<file path="src/rtl/multi_button_conditioner.sv">
`default_nettype none
//==============================================================================
// Module   : multi_button_conditioner
// Brief    : Per-channel synchroniser, debouncer and press/release/long/repeat
//            pulse generator for active-low push-buttons.
// Revision : 1.0 - initial release
//==============================================================================
module multi_button_conditioner #(
  parameter int NUM_BUTTONS     = 3,
  parameter int SYNC_STAGES     = 2,
  parameter int DEBOUNCE_CYCLES = 4,
  parameter int LONG_CYCLES     = 20,
  parameter int REPEAT_CYCLES   = 0
) (
  input  logic                   not_clk,
  input  logic                   rst,
  input  logic [NUM_BUTTONS-1:0] btn_n,
  output logic [NUM_BUTTONS-1:0] press_pulse,
  output logic [NUM_BUTTONS-1:0] release_pulse,
  output logic [NUM_BUTTONS-1:0] long_pulse,
  output logic [NUM_BUTTONS-1:0] held
);

  localparam int c_dbc_w    = $clog2(DEBOUNCE_CYCLES + 1);
  localparam int c_hold_max = (LONG_CYCLES > REPEAT_CYCLES) ? LONG_CYCLES : REPEAT_CYCLES;
  localparam int c_hc_w     = $clog2(c_hold_max + 1);

  localparam logic [c_dbc_w-1:0] c_dbc_last = c_dbc_w'(DEBOUNCE_CYCLES - 1);
  localparam logic [c_dbc_w-1:0] c_dbc_one  = c_dbc_w'(1);
  localparam logic [c_hc_w-1:0]  c_long_last = c_hc_w'(LONG_CYCLES - 1);
  localparam logic [c_hc_w-1:0]  c_rep_last  = c_hc_w'((REPEAT_CYCLES > 0) ? REPEAT_CYCLES - 1 : 0);
  localparam logic [c_hc_w-1:0]  c_hc_one    = c_hc_w'(1);
  localparam logic [c_hc_w-1:0]  c_hc_sat    = '1;

  typedef enum logic [1:0] {
    ST_IDLE    = 2'd0,
    ST_PRESSED = 2'd1,
    ST_LONG    = 2'd2
  } state_t;

  genvar gi;
  generate
    for (gi = 0; gi < NUM_BUTTONS; gi++) begin : g_chan
      logic [SYNC_STAGES-1:0] r_sync;
      logic [c_dbc_w-1:0]     r_dbc;
      logic                   r_db;
      state_t                 r_state;
      state_t                 w_state_nxt;
      logic [c_hc_w-1:0]      r_hc;
      logic [c_hc_w-1:0]      w_hc_nxt;
      logic                   w_sync_out;
      logic                   w_press;
      logic                   w_release;
      logic                   w_long;
      logic                   r_press;
      logic                   r_release;
      logic                   r_long;
      logic                   r_held;

      assign w_sync_out = r_sync[SYNC_STAGES-1];

      // Debounced level only moves after DEBOUNCE_CYCLES consecutive disagreements
      always_ff @(posedge not_clk) begin
        if (rst) begin
          r_sync <= '1;
          r_dbc  <= '0;
          r_db   <= 1'b1;
        end else begin
          r_sync <= {r_sync[SYNC_STAGES-2:0], btn_n[gi]};
          if (w_sync_out == r_db) begin
            r_dbc <= '0;
          end else if (r_dbc == c_dbc_last) begin
            r_db  <= w_sync_out;
            r_dbc <= '0;
          end else begin
            r_dbc <= r_dbc + c_dbc_one;
          end
        end
      end

      // In IDLE db is 1 unless it just fell; outside IDLE it is 0 unless it just rose
      always_comb begin
        w_state_nxt = r_state;
        w_hc_nxt    = r_hc;
        w_press     = 1'b0;
        w_release   = 1'b0;
        w_long      = 1'b0;
        case (r_state)
          ST_IDLE: begin
            if (!r_db) begin
              w_press     = 1'b1;
              w_hc_nxt    = '0;
              w_state_nxt = ST_PRESSED;
            end
          end
          ST_PRESSED: begin
            if (r_db) begin
              w_release   = 1'b1;
              w_state_nxt = ST_IDLE;
            end else if (r_hc == c_long_last) begin
              w_long      = 1'b1;
              w_hc_nxt    = '0;
              w_state_nxt = ST_LONG;
            end else begin
              w_hc_nxt = r_hc + c_hc_one;
            end
          end
          ST_LONG: begin
            if (r_db) begin
              w_release   = 1'b1;
              w_state_nxt = ST_IDLE;
            end else if (REPEAT_CYCLES > 0) begin
              if (r_hc == c_rep_last) begin
                w_press  = 1'b1;
                w_hc_nxt = '0;
              end else begin
                w_hc_nxt = r_hc + c_hc_one;
              end
            end else if (r_hc != c_hc_sat) begin
              w_hc_nxt = r_hc + c_hc_one;
            end
          end
          default: begin
            w_state_nxt = ST_IDLE;
            w_hc_nxt    = '0;
          end
        endcase
      end

      always_ff @(posedge not_clk) begin
        if (rst) begin
          r_state   <= ST_IDLE;
          r_hc      <= '0;
          r_press   <= 1'b0;
          r_release <= 1'b0;
          r_long    <= 1'b0;
          r_held    <= 1'b0;
        end else begin
          r_state   <= w_state_nxt;
          r_hc      <= w_hc_nxt;
          r_press   <= w_press;
          r_release <= w_release;
          r_long    <= w_long;
          r_held    <= (w_state_nxt != ST_IDLE);
        end
      end

      assign press_pulse[gi]   = r_press;
      assign release_pulse[gi] = r_release;
      assign long_pulse[gi]    = r_long;
      assign held[gi]          = r_held;
    end
  endgenerate

endmodule
`default_nettype wire

</file>
<file path="config.mk">
export PLATFORM = sky130hd
export DESIGN_NAME = multi_button_conditioner
export DESIGN_NICKNAME = d
export VERILOG_FILES = /design/src/rtl/multi_button_conditioner.sv
export SDC_FILE = /design/constraint.sdc
export NUM_CORES = 1
export LEC_CHECK = 0
export BUFFER_PORTS_ARGS = -buffer_cell sky130_fd_sc_hd__buf_2
export CORE_MARGIN = 10
export CORE_UTILIZATION = 55
export CTS_CLUSTER_DIAMETER = 150
export DETAILED_ROUTE_END_ITERATION = 12
export GPL_TIMING_DRIVEN = 0
export PLACE_DENSITY_LB_ADDON = 0.15
export SLEW_MARGIN = 10
export SYNTH_ARGS = -nofsm -noshare
export SYNTH_HDL_FRONTEND = slang
export SYNTH_SLANG_ARGS = --single-unit
</file>
<file path="constraint.sdc">
create_clock -name not_clk -period 3.36 [get_ports not_clk]
set_clock_uncertainty 0.05 [all_clocks]
set_input_delay 0.84 -clock not_clk [delete_from_list [all_inputs] [get_ports not_clk]]
set_output_delay 0.84 -clock not_clk [all_outputs]
set_load 0.02 [all_outputs]
</file>
======== Word level (Yosys, flattened, before mapping) ========
Index checks and enable logic that the tools add are counted.
storage, ports and cells
  flip-flop bits (word level) ............. 51
  bits of input ports ..................... 5
  output and inout bits ................... 12
  word-level logic and storage cells ...... 144
operators by class
  add/subtract/negate cells ............... 6
  equality and inequality tests ........... 30
  multiplexer cells ....................... 42
  bitwise gates (word level) .............. 12
  reduce and logical (&&, ||, !) cells .... 27
operators with widths
  kind                                                             count
  5-bit two-way mux                                                15
  5-bit one-hot mux with 3 select lines                            3
  2-bit two-way mux                                                12
  2-bit != test, second input constant                             12
  2-bit one-hot mux with 3 select lines                            3
  2-bit OR reduction                                               9
  3-bit OR reduction                                               6
  5-bit by 1-bit adder with 5-bit output, second input constant    3
  5-bit == test, second input constant                             3
  5-bit != test, second input constant                             3
  1-bit NOT                                                        12
  4-bit AND reduction                                              3
  3-bit by 1-bit adder with 3-bit output, second input constant    3
  3-bit by 2-bit == test with 1-bit output, second input constant  3
  1-bit two-way mux                                                9
  2-bit by 1-bit == test with 1-bit output, second input constant  3
  2-bit == test, second input constant                             3
  2-bit zero test                                                  3
  2-bit AND reduction                                              3
  2-bit nonzero test                                               3
  1-bit == test                                                    3

======== Depth between registers and ports, before layout ========
  depth after elaboration ................. 5
  mapped depth ............................ 7
  gate-level depth less buffers ........... 7

======== Least setup slack after synthesis ========
No wires, ideal clock.
  path kind ............................... register to register
  start point ............................. register g_chan[1].r_state[0]
  end point ............................... register g_chan[1].r_hc[3]
  library setup time ...................... 70 ps
  arrival time ............................ 1,699 ps
  data required time ...................... 3,240 ps
  path slack .............................. 1,541 ps
  stages on the path, launching flop included .. 7
  buffers on the path ..................... 0
  period minus slack after synthesis ...... 1,819 ps
  cells stage by stage .................... dfxtp_1 inv_1 ha_1 o31ai_4 nand2_2 or4_1 a21oi_1
on the way
  longest elaborated chain between the ends .. 3
  elaborated cells on any way between the ends .. 9
  those cells by class .................... eq/ne: 6; mux: 1; reduce/logical: 2
RTL lines
  what                                   line  source
  from (decl)                            47    state_t r_state;
  from (signal assigned)                 139   r_state <= w_state_nxt;
  2-bit == test (tied with other cells)  88    case (r_state)
  2-bit != test (no line)                n/a
  4-bit AND reduction (no line)          n/a
  to (signal assigned)                   140   r_hc <= w_hc_nxt;
  to (decl)                              49    logic [c_hc_w-1:0] r_hc;
Several ways; a longest one is shown, not always the timed one.
A chain may end at the register's enable or synchronous reset.

======== Worst setup path after layout ========
Ends and elaborated chain as after synthesis.

==> metrics.yaml <==
cts:
  cts_setup_buffers: 0
  cts_tree: "done"
  htreeDepth: 2
  clk_pin_slew_worst_paths_ns: 0.08
  root_buffer: "clkbuf_8"
  cts.sinks: 51
  cts_buffers: 5
  worstSkewPairLatency_ns: 0.29
  post_cts_resized: 0
  hold_buffers: 0
  clock_path_buffers: 2
setup_path:
  critPathRequiredTime_ns: 3.54
  start_kind: "flop"
  crit_fanout: 8
  cpPeakStageDelay_ns: 0.52
  arrival_ns: 2.18
  cpMaxStageDelayCell: "or4_1"
  crit_type: "flop to flop"
  crit_path_end_kind: "flop"
  path_cells: "inv_1 -> ha_1 -> o31ai_4 -> nand2_2 -> or4_1 -> a21oi_1"
route:
  met2_length_mm: 1.91
  first_pass_iters: 4
  top_layer_used: "met4"
  wl_mm: 4.08
  viasPerCell: 5.24
  vias: 1757
  met1_length_mm: 1.99
  drt-initial-drc-count: 81
  wl_met3_um: 118
  drt-wirelength-per-cell_um: 12.2
  ant_nets: 0
  route.detailed.drc: 0
synthesis:
  synth_area_um2: 2380
  synthFlopType: "dfxtp_1"
  ys_top_cells_by_area: "dfxtp_1 43%, ha_1 13%, a21oi_1 3.8%"
  synth.largest_area_cell: "dfxtp_1"
  syn_nets: 290
  synth_top_area_share_pct: 42.9
  ys_seq_area_share_pct: 42.9
  async_flop_share_pct: 0
  yosysUniqueCellTypes: 44
  ys_seq_elements: 51
  synth-edff-count: 0
  syn_inst: 261
  ys_warn_count: 0
  synth_area_per_cell_um2: 9.13
finish:
  final_cell_area_um2: 2630
  layout-drive-gt1-share_pct: 17.2
  nNetsFinal: 313
  synthToLayoutAreaGrowth_pct: 10.2
  final_core_util_pct: 64.2
  antenna_cells: 0
timing:
  slew_headroom_pct: 58.6
  max_freq_mhz: 499
  fin_tns_setup_ns: 0
  setup_viol: 0
  rsz0062_at_grt: "no"
  fin_crit_ns: 2.00
  drv_slew: 0
  hold_viol_final: 0
  fin_crit_sh_pct: 59.7
  worst_pin_slew_ns: 0.615
die:
  die_w_um: 85.8
  initial_utilization_pct: 58.3
  core_um2: 4090
  dieArea_um2: 7360
  dieHeight_um: 85.8
  num_io_pins: 17
  fp-row-count: 23
global_route:
  gr-total-overflow: 0
  grtUsageTotal_pct: 11.4
  grt_pass1_vias: 1714
  grt_max_degree: 15
  grt_pass1_wl_mm: 7.13
  antenna_found_initial: 0
place:
  post_dp_cell_area_um2: 2520
  io_buffers: 16
  place_congestion: 0.781
  post-dp-hpwl_mm: 3.03
status:
  outcome: "finished, final reports clean"
pwr:
  leakagePower_nw: 1.19
  power_density_nw_per_um2: 381
  peakVddDrop_mv: 0.307
run:
  maxCapViolations: 0
hold_path:
  hold_class: "flop to flop"
[registers in the layout, summed over array words and instances, names as in the netlist]
name,count
g_chan.r_db,3
g_chan.r_dbc,9
g_chan.r_hc,15
g_chan.r_held,3
g_chan.r_long,3
g_chan.r_press,3
g_chan.r_release,3
g_chan.r_state,6
g_chan.r_sync,6
[where the power goes]
group          switching (W)  internal [W]
Combinational      0.0000125    0.00000738
Clock               0.000183      0.000188
Sequential        0.00000178      0.000608
[worst max-delay path, delay by kind of cell, from the launching register on]
| kind | cells | cell delay (ns) |
|---|---|---|
| AND/OR/NAND/NOR | 2 | 0.67 |
| adder cells (fa/ha/maj) | 1 | 0.29 |
| AO/OA/AOI/OAI | 2 | 0.44 |
| buffers and inverters | 1 | 0.08 |
| flip-flops | 1 | 0.40 |
[cell families after synthesis]
family / count (synthesis) / share of synthesized area (%)
AO/OA/AOI/OAI: 50 / 13.9
XOR/XNOR: 3 / 1.10
adder cells (fa/ha/maj): 24 / 12.6
buffers and inverters: 40 / 8.25
flip-flops: 51 / 42.9
AND/OR/NAND/NOR: 93 / 21.3
[layout make-up]
| class | instances | area, um2 |
|---|---|---|
| Multi-Input combinational cell | 170 | 1160 |
| Sequential cell | 51 | 1020 |
| Buffer | 17 | 110 |
| Tap cell | 50 | 62.6 |
| Inverter | 23 | 86.3 |
| Timing Repair Buffer | 16 | 80.1 |
| Clock buffer | 8 | 100 |
| Fill cell | 356 | 1460 |
[layout by cell type (no fill, tap or decap), types with 2 or more instances in the layout]
master | synthesis | routed
xnor2_1 | 3 | 3
buf_2 | 1 | 17
nand2b_1 | 2 | 2
inv_1 | 23 | 23
a211oi_1 | 2 | 2
nor2_1 | 17 | 17
o211a_1 | 2 | 2
o211ai_1 | 3 | 3
nor3_1 | 4 | 4
ha_1 | 24 | 24
buf_4 | 12 | 12
or3_1 | 3 | 3
clkbuf_1 | 4 | 5
a21oi_1 | 18 | 18
o31ai_1 | 2 | 2
a22oi_1 | 2 | 2
nand3b_1 | 2 | 2
and2_1 | 5 | 5
o21ai_0 | 9 | 9
and4_1 | 2 | 2
and4bb_2 | 2 | 2
a2bb2oi_1 | 3 | 3
clkbuf_8 | 0 | 7
or4_1 | 2 | 2
nand4b_1 | 2 | 2
nand2_1 | 20 | 20
dfxtp_1 | 51 | 51
nand3_1 | 12 | 12
a31oi_1 | 2 | 2
and3_1 | 6 | 6
or2_2 | 7 | 7
[path summary, 6_finish.rpt]
| kind | from | end | slack, ns | cells after the start |
|---|---|---|---|---|
| worst max register to register | g_chan[1].r_state[0] | g_chan[1].r_hc[3] | 1.36 | 6 |
| worst min register to register | g_chan[1].r_sync[0] | g_chan[1].r_sync[1] | 0.36 | 1 |
| worst max-delay path | g_chan[1].r_state[0] | g_chan[1].r_hc[3] | 1.36 | 6 |
| worst min-delay path | g_chan[1].r_sync[0] | g_chan[1].r_sync[1] | 0.36 | 1 |
[stage by stage]
stage          power (W)  cells  hold slack (ns)  setup slack [ns]
4_1_cts          0.00102    335            0.365              1.36
6_report         0.00100    335            0.362              1.36
5_1_grt          0.00104    335            0.379              1.22
3_3_place_gp    0.000644    327            0.341              1.20
3_5_place_dp    0.000645    327            0.345              1.25
2_1_floorplan   0.000637    261            0.339              1.54
[per-layer routing]
layer / vias to the layer above / track usage (%)
li1: 935 / -
met2: 18 / 20.0
met4: 0 / 4.49
met5: - / 0
met3: 5 / 2.46
met1: 799 / 13.2
[synthesized netlist by cell type, types with 2 or more instances]
cell and n:
dfxtp_1 51, ha_1 24, inv_1 23, nand2_1 20, a21oi_1 18, nor2_1 17
buf_4 12, nand3_1 12, o21ai_0 9, or2_2 7, and3_1 6, and2_1 5
clkbuf_1 4, nor3_1 4, a2bb2oi_1 3, o211ai_1 3, or3_1 3, xnor2_1 3
a211oi_1 2, a22oi_1 2, a31oi_1 2, and4_1 2, and4bb_2 2, nand2b_1 2
nand3b_1 2, nand4b_1 2, o211a_1 2, o31ai_1 2, or4_1 2
No activity file was read; power rests on OpenSTA's default activity.
